[config.mk]
export PLATFORM = sky130hd
export DESIGN_NAME = alu_scheduler
export DESIGN_NICKNAME = d
export VERILOG_FILES = /design/src/rtl/alu_scheduler.sv
export SDC_FILE = /design/constraint.sdc
export NUM_CORES = 1
export LEC_CHECK = 0
export BUFFER_PORTS_ARGS = -buffer_cell sky130_fd_sc_hd__buf_2
export CORE_MARGIN = 2
export CORE_UTILIZATION = 40
export CTS_BUF_LIST = sky130_fd_sc_hd__clkbuf_4 sky130_fd_sc_hd__clkbuf_8
export DETAILED_ROUTE_END_ITERATION = 6
export PLACE_DENSITY = 0.84
export SLEW_MARGIN = 0
export SYNTH_ARGS = -nofsm -noshare
export SYNTH_HDL_FRONTEND = slang
export SYNTH_SLANG_ARGS = --single-unit
[constraint.sdc]
create_clock -name clk -period 1.25 [get_ports clk]
set_input_delay 0.1875 -clock clk [delete_from_list [all_inputs] [get_ports clk]]
set_output_delay 0.1875 -clock clk [all_outputs]
set_load 0.01 [all_outputs]
[src/rtl/alu_scheduler.sv]
// Round-robin scheduler sharing one external combinational ALU between two requesters.
// Optional macro ALU_SCHED_CFLAG_EN: per-requester carry flag feeds alu_cin instead of reqN_cin.
module alu_scheduler #(
    parameter int BUS_WIDTH = 8
) (
    input  logic                 clk,
    input  logic                 rst_n,
    input  logic                 req0_valid,
    output logic                 req0_ready,
    input  logic [3:0]           req0_opcode,
    input  logic [BUS_WIDTH-1:0] req0_a,
    input  logic [BUS_WIDTH-1:0] req0_b,
    input  logic                 req0_cin,
    input  logic                 req1_valid,
    output logic                 req1_ready,
    input  logic [3:0]           req1_opcode,
    input  logic [BUS_WIDTH-1:0] req1_a,
    input  logic [BUS_WIDTH-1:0] req1_b,
    input  logic                 req1_cin,
    output logic [3:0]           alu_opcode,
    output logic [BUS_WIDTH-1:0] alu_a,
    output logic [BUS_WIDTH-1:0] alu_b,
    output logic                 alu_cin,
    input  logic [BUS_WIDTH-1:0] alu_y,
    input  logic                 alu_cout,
    input  logic                 alu_borrow,
    input  logic                 alu_zero,
    input  logic                 alu_parity,
    input  logic                 alu_invalid_op,
    output logic                 rsp_valid,
    input  logic                 rsp_ready,
    output logic                 rsp_id,
    output logic [BUS_WIDTH-1:0] rsp_y,
    output logic                 rsp_cout,
    output logic                 rsp_borrow,
    output logic                 rsp_zero,
    output logic                 rsp_parity,
    output logic                 rsp_invalid,
    output logic                 busy
);
    typedef enum logic [1:0] {IDLE, EXEC, RESP} state_t;

    state_t               state_q, state_d;
    logic                 last_grant_q;
    logic [3:0]           op_q;
    logic [BUS_WIDTH-1:0] a_q, b_q;
    logic                 id_q;
    logic                 grant_any, grant_id, exec;

    // On a tie the requester that was not served last wins.
    assign grant_any = req0_valid | req1_valid;
    assign grant_id  = (req0_valid && req1_valid) ? ~last_grant_q : req1_valid;
    assign exec      = (state_q == EXEC);

    always_ff @(posedge clk) begin
        if (!rst_n) state_q <= IDLE;
        else        state_q <= state_d;
    end

    always_comb begin
        state_d    = state_q;
        req0_ready = 1'b0;
        req1_ready = 1'b0;
        case (state_q)
            IDLE: begin
                req0_ready = grant_any && !grant_id;
                req1_ready = grant_any &&  grant_id;
                if (grant_any) state_d = EXEC;
            end
            EXEC:    state_d = RESP;
            RESP:    if (rsp_ready) state_d = IDLE;
            default: state_d = IDLE;
        endcase
    end

    always_ff @(posedge clk) begin
        if (!rst_n) begin
            last_grant_q <= 1'b1;
            op_q         <= '0;
            a_q          <= '0;
            b_q          <= '0;
            id_q         <= 1'b0;
            rsp_id       <= 1'b0;
            rsp_y        <= '0;
            rsp_cout     <= 1'b0;
            rsp_borrow   <= 1'b0;
            rsp_zero     <= 1'b0;
            rsp_parity   <= 1'b0;
            rsp_invalid  <= 1'b0;
        end else begin
            if (state_q == IDLE && grant_any) begin
                last_grant_q <= grant_id;
                id_q         <= grant_id;
                op_q         <= grant_id ? req1_opcode : req0_opcode;
                a_q          <= grant_id ? req1_a : req0_a;
                b_q          <= grant_id ? req1_b : req0_b;
            end
            if (exec) begin
                rsp_id      <= id_q;
                rsp_y       <= alu_y;
                rsp_cout    <= alu_cout;
                rsp_borrow  <= alu_borrow;
                rsp_zero    <= alu_zero;
                rsp_parity  <= alu_parity;
                rsp_invalid <= alu_invalid_op;
            end
        end
    end

`ifdef ALU_SCHED_CFLAG_EN
    logic [1:0] cflag_q, cflag_d;
    logic       unused_cin;

    assign unused_cin = req0_cin ^ req1_cin;
    assign alu_cin    = exec & cflag_q[id_q];

    // Only ADD/ADD_CARRY/SUB touch the carry chain of the issuing requester.
    always_comb begin
        cflag_d = cflag_q;
        if (exec) begin
            if (op_q == 4'd1 || op_q == 4'd2) cflag_d[id_q] = alu_cout;
            else if (op_q == 4'd3)            cflag_d[id_q] = alu_borrow;
        end
    end

    always_ff @(posedge clk) begin
        if (!rst_n) cflag_q <= '0;
        else        cflag_q <= cflag_d;
    end
`else
    logic cin_q;

    assign alu_cin = exec & cin_q;

    always_ff @(posedge clk) begin
        if (!rst_n)                              cin_q <= 1'b0;
        else if (state_q == IDLE && grant_any)   cin_q <= grant_id ? req1_cin : req0_cin;
    end
`endif

    assign alu_opcode = exec ? op_q : 4'd0;
    assign alu_a      = exec ? a_q : '0;
    assign alu_b      = exec ? b_q : '0;
    assign rsp_valid  = (state_q == RESP);
    assign busy       = (state_q != IDLE);
endmodule

# Word-level counts from Yosys, hierarchy flattened
# Cells that the tools add are included.
# Widths: inputs -> output; s select.
# word_totals
ff_bits	39
latch_bits	0
mem_bits_rw	0
rom_bits	0
inputBits	60
out_inout_bits	39
n_memories	0
# classes
add_sub_neg	0
multipliers	0
div_mod_pow	0
n_lt_le_gt_ge	0
n_eq_ne	4
shifts	0
n_mux	13
bitwise	3
reduce_logical	8
# ops
op	count
$mux 8	4
$mux 4	2
$pmux 2 s3	1
$logic_and 1x1->1	4
$mux 1	4
$mux 2	2
$eq 2x1->1 const B	1
$eq 2x2->1 const B	1
$logic_not 2->1	1
$ne 2x1->1 const B	1
$ne 2x2->1 const B	1
$reduce_and 2->1	1
$reduce_bool 2->1	1
$and 1x1->1	1
$logic_not 1->1	1
$not 1->1	1
$or 1x1->1	1

# Longest topological paths before layout
# depth
ltp_word	5
ltp_mapped	6
depth_no_buf	4

# Worst setup path before layout
# OpenSTA, ideal clock, no wires.
# synth_path
kind	reg-to-reg
from	register state_q[0]
to	register a_q[0]
setup_time_ns	0.137
t_arrival_ns	1.140
required_time_ns	1.113
path_slack_ns	-0.028
path_stages_with_launch	6
n_path_buf	1
synth_period_minus_slack_ns	1.278
path_cell_list	dfxtp_1 > nor2_1 > inv_1 > nor2_1 > clkbuf_1 > a211oi_1
# synth_via
elab_chain_len	2
# synth_lines
item	line	rtl
start, declared	43	state_t state_q, state_d;
start signal, assigned	57	else state_q <= state_d;
$logic_not 2->1	91	if (state_q == IDLE && grant_any) begin
$logic_and 1x1->1	91	
end signal, assigned	95	a_q <= grant_id ? req1_a : req0_a;
end, declared	46	logic [BUS_WIDTH-1:0] a_q, b_q;
# Every way passes these cells.
# A chain may end at the register's enable or synchronous reset.

# Final worst setup path
# layout_path
from	register state_q[0]
to	output alu_a[3]
# layout_via
elab_chain_len	2
# layout_lines
item	line	rtl
$eq 2x1->1	53	assign exec = (state_q == EXEC);
$mux 8	142	assign alu_a = exec ? a_q : '0;
end, declared	21	output logic [BUS_WIDTH-1:0] alu_a,
# Every way passes these cells.

==> results.yml <==
timing:
  finalSetupTns_ns: -4.94
  holdWs_ns: 0.0984
  fmax_ghz: 0.686
  tightest_slew_ns: 0.406
  fin_crit_ns: 1.46
  drv_slew: 0
  hold_viol: 0
  timing.final.crit_share: 1.17
  setup_ws_ns: -0.207
  fin_skew_ns: 0.00391
  rsz0062_at_grt: "yes"
  maxSlewHeadroom: 0.728
  setup_viol: 39
place:
  routabilityCongestion: 0.804
  placement.io_buffers: 98
  place_hpwl_um: 3420
  dp_cells: 358
  place_area_um2: 2380
clocking:
  cts_buffers: 5
  clkLatencyLatePin_ns: 0.29
  tritoncts: "built"
  clockBufferDepth: 2
  clk_pin_slew_ns: 0.08
  cts.root.buffer_cell: "clkbuf_8"
  hold_buffers: 0
  htreeDepth: 2
  clock-sinks: 39
min_path:
  min_to: "last_grant_q"
  hp-start: "rst_n"
  hp-class: "in2reg"
  hold_depth: 2
critical_path:
  path_delay_family: "simple AND/OR/NAND/NOR gates"
  cp_max_fo: 6
  ff2ff_path_depth: 7
  start_kind: "register"
  cpMaxStageDelayCell: "dfxtp_4"
  crit_path_end_kind: "primary output"
  cp_num_buf_inv: 2
  crit_top_cell: "buf_6"
  setup.worst_path.class: "reg2out"
  crit_arrival_ns: 1.27
  cp.required_ns: 1.06
  reg2reg_from: "state_q[0]"
  rr_endpoint: "a_q[6]"
  cp_cell_sequence: "nor2b_4, buf_6, and2_4, buf_6"
  cp_slowest_stage_delay_ns: 0.35
  r2r_slack_ns: -0.08
floorplan:
  die_w_um: 70.9
  die_area_um2: 5030
  start_util: 0.414
  die_h_um: 70.9
  rows: 24
  core_area_um2: 4320
  ioPinCount: 99
routing:
  viasPerCell: 5.25
  wl_per_cell_um: 14.8
  totalWireLength_um: 5690
  first_pass_iters: 4
  via_count: 2020
  drt_iter0_drc: 107
  ant_nets: 0
  drc_errors: 0
synthesis:
  yosysSeqAreaShare: 0.436
  ys_ff_latch: 39
  synth_edf_count: 0
  synth-main-ff-cell: "dfxtp_1"
  synth_cell_types: 21
  synth_top_area_cell: "dfxtp_1"
  syn_inst: 213
  syn_nets: 273
  synth_area_per_cell_um2: 8.41
  netlist_top_cells_area: "dfxtp_1 44%, a21oi_1 8.4%, mux2i_1 7.8%"
  synth_warnings: 0
  synthArstFlopShare: 0
  syn_area_um2: 1790
  yosysMostFrequentCell: "dfxtp_1"
  synth_top_area_frac: 0.436
  synth_common_cells: "39 x dfxtp_1, 30 x a21oi_1, 29 x nand2_1"
finish:
  drive_gt1_frac: 0.586
  diodes: 0
  nFillCells: 302
  stdcell_count: 385
  final_area_um2: 3150
  nets: 392
  area_growth_pct: 76.1
global_routing:
  grtUsageMet2: 0.366
  use_met1: 0.231
  grt_pass1_wl_um: 8130
  grt_pass1_vias: 1905
  busiest_layer: "met2"
  grt-ovfl-total: 0
  antenna_found_initial: 0
  met3_usage: 0.0456
  grt_usage: 0.200
  grt_start_max_net_pins: 23
status:
  violations: "negative setup slack"
  outcome: "finished with violations"
pwr:
  power_density_nw_per_um2: 1210
  ir_drop_mv: 1.22
  power.leakage_nw: 1.41
job:
  max_cap_viol_count: 0
==> placed cells by master, fill, tap and decap left out, drive strengths merged, types with 8 or more instances in the layout <==
| master | n |
|---|---|
| buf | 131 |
| nand3 | 8 |
| and2 | 21 |
| a211oi | 14 |
| dfxtp | 39 |
| nand2 | 29 |
| mux2i | 14 |
| o21ai | 9 |
| a21oi | 30 |
==> what timing repair did <==
action                                  4_1_cts  5_1_grt
pin swaps                                     9       33
endpoints found under the setup margin       24       52
setup buffers                                12        4
resized for setup                            27       86
endpoints found under the hold margin         0        0
cloned                                        1        4
==> worst max-delay path by stage <==
stage / cells past startpoint / start / end
floorplan: 5 / state_q[0] / req1_ready
global placement: 4 / state_q[0] / alu_a[3]
detailed placement: 5 / state_q[0] / b_q[0]
CTS: 4 / state_q[0] / alu_a[0]
global route: 4 / state_q[1] / alu_a[5]
finish: 4 / state_q[0] / alu_a[3]
==> where the power goes <==
group | internal (mW) | total, mW | switching [mW]
combinational | 0.614 | 1.14 | 0.527
clock | 0.819 | 1.25 | 0.434
sequential | 1.36 | 1.44 | 0.0728
total | 2.80 | 3.83 | 1.03
==> layer usage <==
| layer | share of wire | wire (um) |
|---|---|---|
| met2 | 0.53 | 3010 |
| met3 | 0.066 | 376 |
| met1 | 0.40 | 2250 |
| met5 | 0 | 0 |
| met4 | 0.0084 | 48 |
==> sequential cells by signal, indices dropped and copies added, names as in the netlist, 2 cells and up <==
| name | cells |
|---|---|
| rsp_y | 8 |
| state_q | 2 |
| b_q | 8 |
| a_q | 8 |
| op_q | 4 |
==> per-stage QoR <==
stage	power, mW	worst slack (ns)	utilization
after global routing	4.00	-0.240	0.729
final	3.83	-0.207	0.729
after floorplan	1.86	0.0402	-
after CTS	3.54	-0.189	0.630
after detailed placement	2.15	0.0276	0.551
after global placement	2.13	0.0702	0.551
==> worst reg2reg max path, delay by kind of cell (launching register included) <==
kind	cells	cell delay [ns]
flops	1	0.35
compound gates	1	0.19
simple gates	2	0.25
buf+inv	4	0.47
==> final cells by class <==
cell class                 count  area [um^2]  area share
clock buffer                   6         76.3      0.0242
clock inverter                 2         60.1      0.0190
inverter                       3         13.8     0.00437
multi-input combinational    151         1110       0.353
sequential                    39          790       0.250
tap                           52         65.1      0.0206
timing repair buffer         132         1040       0.329
==> cell families (layout without fill, tap and decap cells) <==
logic type / after synthesis / in the layout / synth area share
flops: 39 / 39 / 0.436
mux: 14 / 14 / 0.0783
buf+inv: 23 / 143 / 0.0692
compound gates: 61 / 61 / 0.203
simple gates: 76 / 76 / 0.214
Note: power is estimated with default switching activity, not from simulation.
